===== config.mk =====
export PLATFORM = sky130hd
export DESIGN_NAME = my_chip_prng
export DESIGN_NICKNAME = d
export VERILOG_FILES = /design/src/rtl/prng_pkg.sv /design/src/rtl/prng_lfsr8.sv /design/src/rtl/my_chip_prng.sv
export SDC_FILE = /design/constraint.sdc
export NUM_CORES = 1
export LEC_CHECK = 0
export BUFFER_PORTS_ARGS = -buffer_cell sky130_fd_sc_hd__buf_2
export CORE_ASPECT_RATIO = 1.1
export CORE_MARGIN = 2
export CORE_UTILIZATION = 35
export DETAILED_ROUTE_END_ITERATION = 8
export GPL_ROUTABILITY_DRIVEN = 0
export HOLD_SLACK_MARGIN = 0.06
export SYNTH_ARGS = -nofsm -noshare
export SYNTH_HDL_FRONTEND = slang
export SYNTH_SLANG_ARGS = --single-unit

===== constraint.sdc =====
create_clock -name clock -period 1.9 [get_ports clock]
set_input_delay 0.095 -clock clock [delete_from_list [all_inputs] [get_ports clock]]
set_output_delay 0.095 -clock clock [all_outputs]
set_load 0.02 [all_outputs]

===== src/rtl/prng_pkg.sv =====
// Shared types and constants for the seeded 8-bit PRNG.
package prng_pkg;

  typedef enum logic [1:0] {
    UNSEEDED = 2'd0,
    IDLE     = 2'd1,
    GEN      = 2'd2
  } prng_state_e;

  // Tap masks: the feedback bit is the XOR of the state bits selected by the mask.
  // POLY0 = x^8+x^6+x^5+x^4+1, POLY1 = x^8+x^4+x^3+x^2+1
  localparam logic [7:0] POLY0         = 8'hB8;
  localparam logic [7:0] POLY1         = 8'h8E;
  localparam int         STEPS         = 8;
  localparam logic [7:0] SEED_ZERO_SUB = 8'h01;

  // One Fibonacci step: shift left, feed the parity of the tapped bits into bit 0.
  function automatic logic [7:0] lfsr_next(input logic [7:0] s, input logic sel);
    logic [7:0] mask;
    mask = sel ? POLY1 : POLY0;
    return {s[6:0], ^(s & mask)};
  endfunction

endpackage


===== src/rtl/prng_lfsr8.sv =====
// 8-bit LFSR state register with synchronous load and single-step advance.
module prng_lfsr8
  import prng_pkg::*;
(
  input  logic       clock,
  input  logic       reset,
  input  logic       load,
  input  logic [7:0] load_val,
  input  logic       step,
  input  logic       sel,
  output logic [7:0] state
);

  logic [7:0] state_q;
  logic [7:0] state_d;

  // Next state: a load wins over a step; otherwise hold.
  always_comb begin
    state_d = state_q;
    if (load) begin
      state_d = load_val;
    end else if (step) begin
      state_d = lfsr_next(state_q, sel);
    end
  end

  // State register, cleared to 0x00 until a seed is loaded.
  always_ff @(posedge clock or negedge reset) begin
    if (!reset) begin
      state_q <= '0;
    end else begin
      state_q <= state_d;
    end
  end

  assign state = state_q;

endmodule


===== src/rtl/my_chip_prng.sv =====
// Chip-level PRNG wrapper: seed load, 8-step generation per request, padframe bus packing.
//
// state    | meaning
// ---------+--------------------------------------------------------------
// UNSEEDED | after reset; en loads seed (0x00 replaced by 0x01)
// IDLE     | seeded, waiting; en latches sel and starts a generation
// GEN      | LFSR advances once per cycle; 8th step publishes the byte
module my_chip_prng
  import prng_pkg::*;
(
  input  logic        clock,
  input  logic        reset,
  input  logic [11:0] io_in,
  output logic [11:0] io_out
);

  localparam logic [2:0] LAST_STEP = 3'(STEPS - 1);

  logic [7:0] seed;
  logic       sel;
  logic       en;
  logic       unused_io;

  assign seed      = io_in[9:2];
  assign sel       = io_in[1];
  assign en        = io_in[0];
  assign unused_io = ^io_in[11:10];

  prng_state_e state_q, state_d;
  logic [2:0]  cnt_q, cnt_d;
  logic        sel_q, sel_d;
  logic [7:0]  rand_q, rand_d;
  logic        valid_q, valid_d;

  logic        lfsr_load;
  logic        lfsr_step;
  logic [7:0]  lfsr_state;
  logic [7:0]  lfsr_nxt;
  logic [7:0]  seed_val;

  // An all-zero seed would lock the LFSR, so substitute a non-zero one.
  assign seed_val = (seed == 8'h00) ? SEED_ZERO_SUB : seed;
  // Value the LFSR takes on this step; published directly on the 8th step.
  assign lfsr_nxt = lfsr_next(lfsr_state, sel_q);

  prng_lfsr8 u_lfsr (
    .clock    (clock),
    .reset    (reset),
    .load     (lfsr_load),
    .load_val (seed_val),
    .step     (lfsr_step),
    .sel      (sel_q),
    .state    (lfsr_state)
  );

  // FSM next-state, step counter and output register updates.
  always_comb begin
    state_d   = state_q;
    cnt_d     = cnt_q;
    sel_d     = sel_q;
    rand_d    = rand_q;
    valid_d   = 1'b0;
    lfsr_load = 1'b0;
    lfsr_step = 1'b0;
    case (state_q)
      UNSEEDED: begin
        if (en) begin
          lfsr_load = 1'b1;
          state_d   = IDLE;
        end
      end
      IDLE: begin
        if (en) begin
          sel_d   = sel;
          cnt_d   = '0;
          state_d = GEN;
        end
      end
      GEN: begin
        lfsr_step = 1'b1;
        cnt_d     = cnt_q + 3'd1;
        if (cnt_q == LAST_STEP) begin
          rand_d  = lfsr_nxt;
          valid_d = 1'b1;
          state_d = IDLE;
        end
      end
      default: begin
        state_d = UNSEEDED;
      end
    endcase
  end

  // Control and output registers; reset aborts any generation in progress.
  always_ff @(posedge clock or negedge reset) begin
    if (!reset) begin
      state_q <= UNSEEDED;
      cnt_q   <= '0;
      sel_q   <= 1'b0;
      rand_q  <= '0;
      valid_q <= 1'b0;
    end else begin
      state_q <= state_d;
      cnt_q   <= cnt_d;
      sel_q   <= sel_d;
      rand_q  <= rand_d;
      valid_q <= valid_d;
    end
  end

  assign io_out = {3'b000, valid_q, rand_q};

endmodule


==> flow_metrics.py <==
metrics = {
    "detailed_routing": {
        "vias": 851,
        "drt_iter0_drc": 21,
        "drtAntennaViolNets": 0,
        "vias_per_cell": 5.22,
        "drc_errors": 0,
        "routed_wl_mm": 2.15,
        "dr.pass1.iters": 4,
        "routedWlPerCell_um": 13.2,
    },
    "floorplanning": {
        "dieWidth_um": 58.7,
        "ios": 26,
        "dieArea_sq_um": 3770,
        "rows": 21,
        "core_area_sq_um": 3100,
        "start_util_pct": 37.2,
        "die_h_um": 64.2,
    },
    "timing": {
        "totalNegativeSetupSlack_ps": 0,
        "fin_crit_ps": 1560,
        "finClkSkew_ps": 0.921,
        "rsz0062_at_grt": "no",
        "worst_pin_slew_ps": 508,
        "finalSetupViolations": 0,
        "max_freq_mhz": 641,
        "final-hold-violation-count": 0,
        "setup_ws_ps": 339,
        "period_share_pct": 82.2,
        "max_slew_margin_pct": 66.1,
        "drv_slew": 0,
    },
    "cells_and_area": {
        "nets": 146,
        "multi_input_area_sq_um": 510,
        "fin_cells": 163,
        "regArea_sq_um": 576,
        "filler_cell_count": 304,
        "antenna_cells": 0,
        "syn_to_final_growth_pct": 13.2,
        "layout-drive-gt1-share_pct": 27.1,
        "final_cell_mix": "23 x dfrtp_1, 20 x buf_2, 11 x o21ai_0, 11 x a21oi_1, 8 x nor2b_1",
        "final_common_cell": "dfrtp_1",
    },
    "grt": {
        "grt_pass1_vias": 869,
        "grt_max_degree": 24,
        "grt_pass1_wl_mm": 3.89,
        "antenna_found_initial": 0,
        "overflow": 0,
        "grtUsageTotal_pct": 13.4,
    },
    "worst_setup_path": {
        "cpPeakStageDelay_ps": 420,
        "slowest_stage": "dfrtp_1",
        "path_cells": "ha_1 -> ha_1 -> nand2_2 -> mux2_2",
        "cp_common_cell": "ha_1",
        "critPathBufInv": 0,
        "cp_max_fo": 11,
        "rr_endpoint": "rand_q[1]",
        "start_kind": "register",
        "rrSetupSlack_ps": 340,
        "worstPathRequired_ps": 2100,
        "cp.depth": 4,
        "crit_type": "reg2reg",
        "worstRegToRegCells": 4,
        "timing.rr.start": "cnt_q[0]",
        "endpoint_kind": "register",
        "arrival_ps": 1760,
        "cp_top_family": "flip-flops",
    },
    "clock_network": {
        "cts_sinks": 23,
        "postCtsHoldBufs": 2,
        "cts_setup_buffers": 0,
        "clkLatencyLatePin_ps": 300,
        "cts_tree": "done",
        "clk_pin_slew_worst_paths_ps": 120,
        "cts_buffers": 3,
        "ctsRootBufferMaster": "clkbuf_4",
        "clk_path_buf_depth": 2,
        "ctsResizeCount": 0,
        "htreeDepth": 1,
    },
    "worst_hold_path": {
        "hold_path_startpoint": "io_in[8]",
        "worstHoldPathType": "in2reg",
        "min_path_cells": 3,
        "hold-path-endpoint": "u_lfsr.state[6]",
    },
    "synthesis": {
        "yosysWarningCount": 0,
        "ys.flop_type": "dfrtp_1",
        "postSynthAreaPerCell_sq_um": 10.7,
        "seq_area_frac_synth_pct": 49.9,
        "async_flop_share_pct": 100,
        "ys_ff_latch": 23,
        "ys_types": 25,
        "synth_area_sq_um": 1150,
        "synthCells": 108,
        "synth_edf_count": 0,
    },
    "placed_design": {
        "place_hpwl_mm": 1.54,
        "placed_cells": 157,
        "place_ws_ps": 345,
        "io_buffers": 20,
    },
    "pwr": {
        "ir_drop_mv": 0.748,
        "p_per_area_nw_per_um2": 1510,
        "leakage_nw": 0.649,
    },
    "outcome": {
        "status": "finished clean",
    },
    "run": {
        "max_cap_viol_count": 0,
    },
}
==> where the power goes <==
group / switching, W / total [W] / internal [W]
clock: 0.000138 / 0.000220 / 0.0000818
sequential: 0.000175 / 0.000869 / 0.000694
combinational: 0.000459 / 0.000883 / 0.000424
total: 0.000772 / 0.00197 / 0.00120
==> state kept, by name (all words and copies together) (netlist names) <==
signal	cells
rand_q	8
u_lfsr.state	8
cnt_q	3
state_q	2
valid_q	1
sel_q	1
==> worst reg2reg max path, delay by kind of cell (launching register included) <==
kind / cells / cell delay, ps
flops: 1 / 420
fa+ha+maj: 2 / 410
mux: 1 / 380
simple gates: 1 / 250
==> final cells by class <==
| cell class | instances | area share (%) |
|---|---|---|
| clock buffer | 4 | 2.01 |
| multi-input combinational | 75 | 39.1 |
| timing repair buffer | 25 | 10.9 |
| tap | 34 | 3.26 |
| inverter | 2 | 0.575 |
| sequential | 23 | 44.1 |
==> layer usage <==
metal / routed length (um) / part of all wire, % / vias up / global-route usage (%)
met2: 1010 / 47 / 25 / 21.8
met5: 0 / 0 / - / 0
met4: 52 / 2.4 / 0 / 4.26
li1: - / - / 416 / -
met1: 1000 / 47 / 403 / 17.1
met3: 86 / 4.0 / 7 / 3.85
==> Yosys cell counts (2+ instances only) <==
library cell	n	area (sq um)
ha_1	2	25.0
nor2_1	6	22.5
a22oi_1	7	52.6
mux2_2	2	22.5
dfrtp_1	23	576
xor2_1	2	17.5
a21oi_1	11	55.1
buf_2	2	10.0
nand2_1	5	18.8
inv_1	2	7.51
o22ai_1	3	18.8
o21ai_0	11	55.1
xnor2_1	3	26.3
buf_4	5	37.5
mux2_4	6	90.1
nor2b_1	8	50.1
clkbuf_1	2	7.51
==> cell families (layout without fill, tap and decap cells) <==
group                      Yosys count  count (layout)  share of synthesized area (%)
AOI/OAI and AO/OA                   33              33                           16.4
DFF                                 23              23                           49.9
and+or+nand+nor                     23              23                           10.3
buffers and inverters               12              31                           6.41
muxes                                9               9                           10.6
xor gates and xnor gates             5               5                           3.80
adders and majority gates            2               2                           2.17
other                                1               3                          0.325
==> worst max path at each step <==
stage | startpoint | to | slack [ps]
after floorplan | cnt_q[0] | rand_q[2] | 500
after global routing | state_q[0] | rand_q[5] | 210
after global placement | cnt_q[0] | rand_q[1] | 350
final | cnt_q[0] | rand_q[1] | 340
after CTS | cnt_q[0] | rand_q[1] | 320
after detailed placement | cnt_q[0] | rand_q[1] | 350
==> stage by stage <==
| step | area, sq um | util (%) | hold slack (ps) | total power, W |
|---|---|---|---|---|
| finish | 1310 | 42.1 | 76.2 | 0.00197 |
| global route | 1310 | 42.1 | 96.7 | 0.00216 |
| CTS | 1310 | 42.1 | 70.7 | 0.00200 |
| detailed placement | 1260 | 40.6 | 102 | 0.00177 |
| global placement | 1260 | 40.6 | 98.3 | 0.00174 |
| floorplan | 1160 | - | -201 | 0.00153 |
No activity file was read; power rests on OpenSTA's default activity.
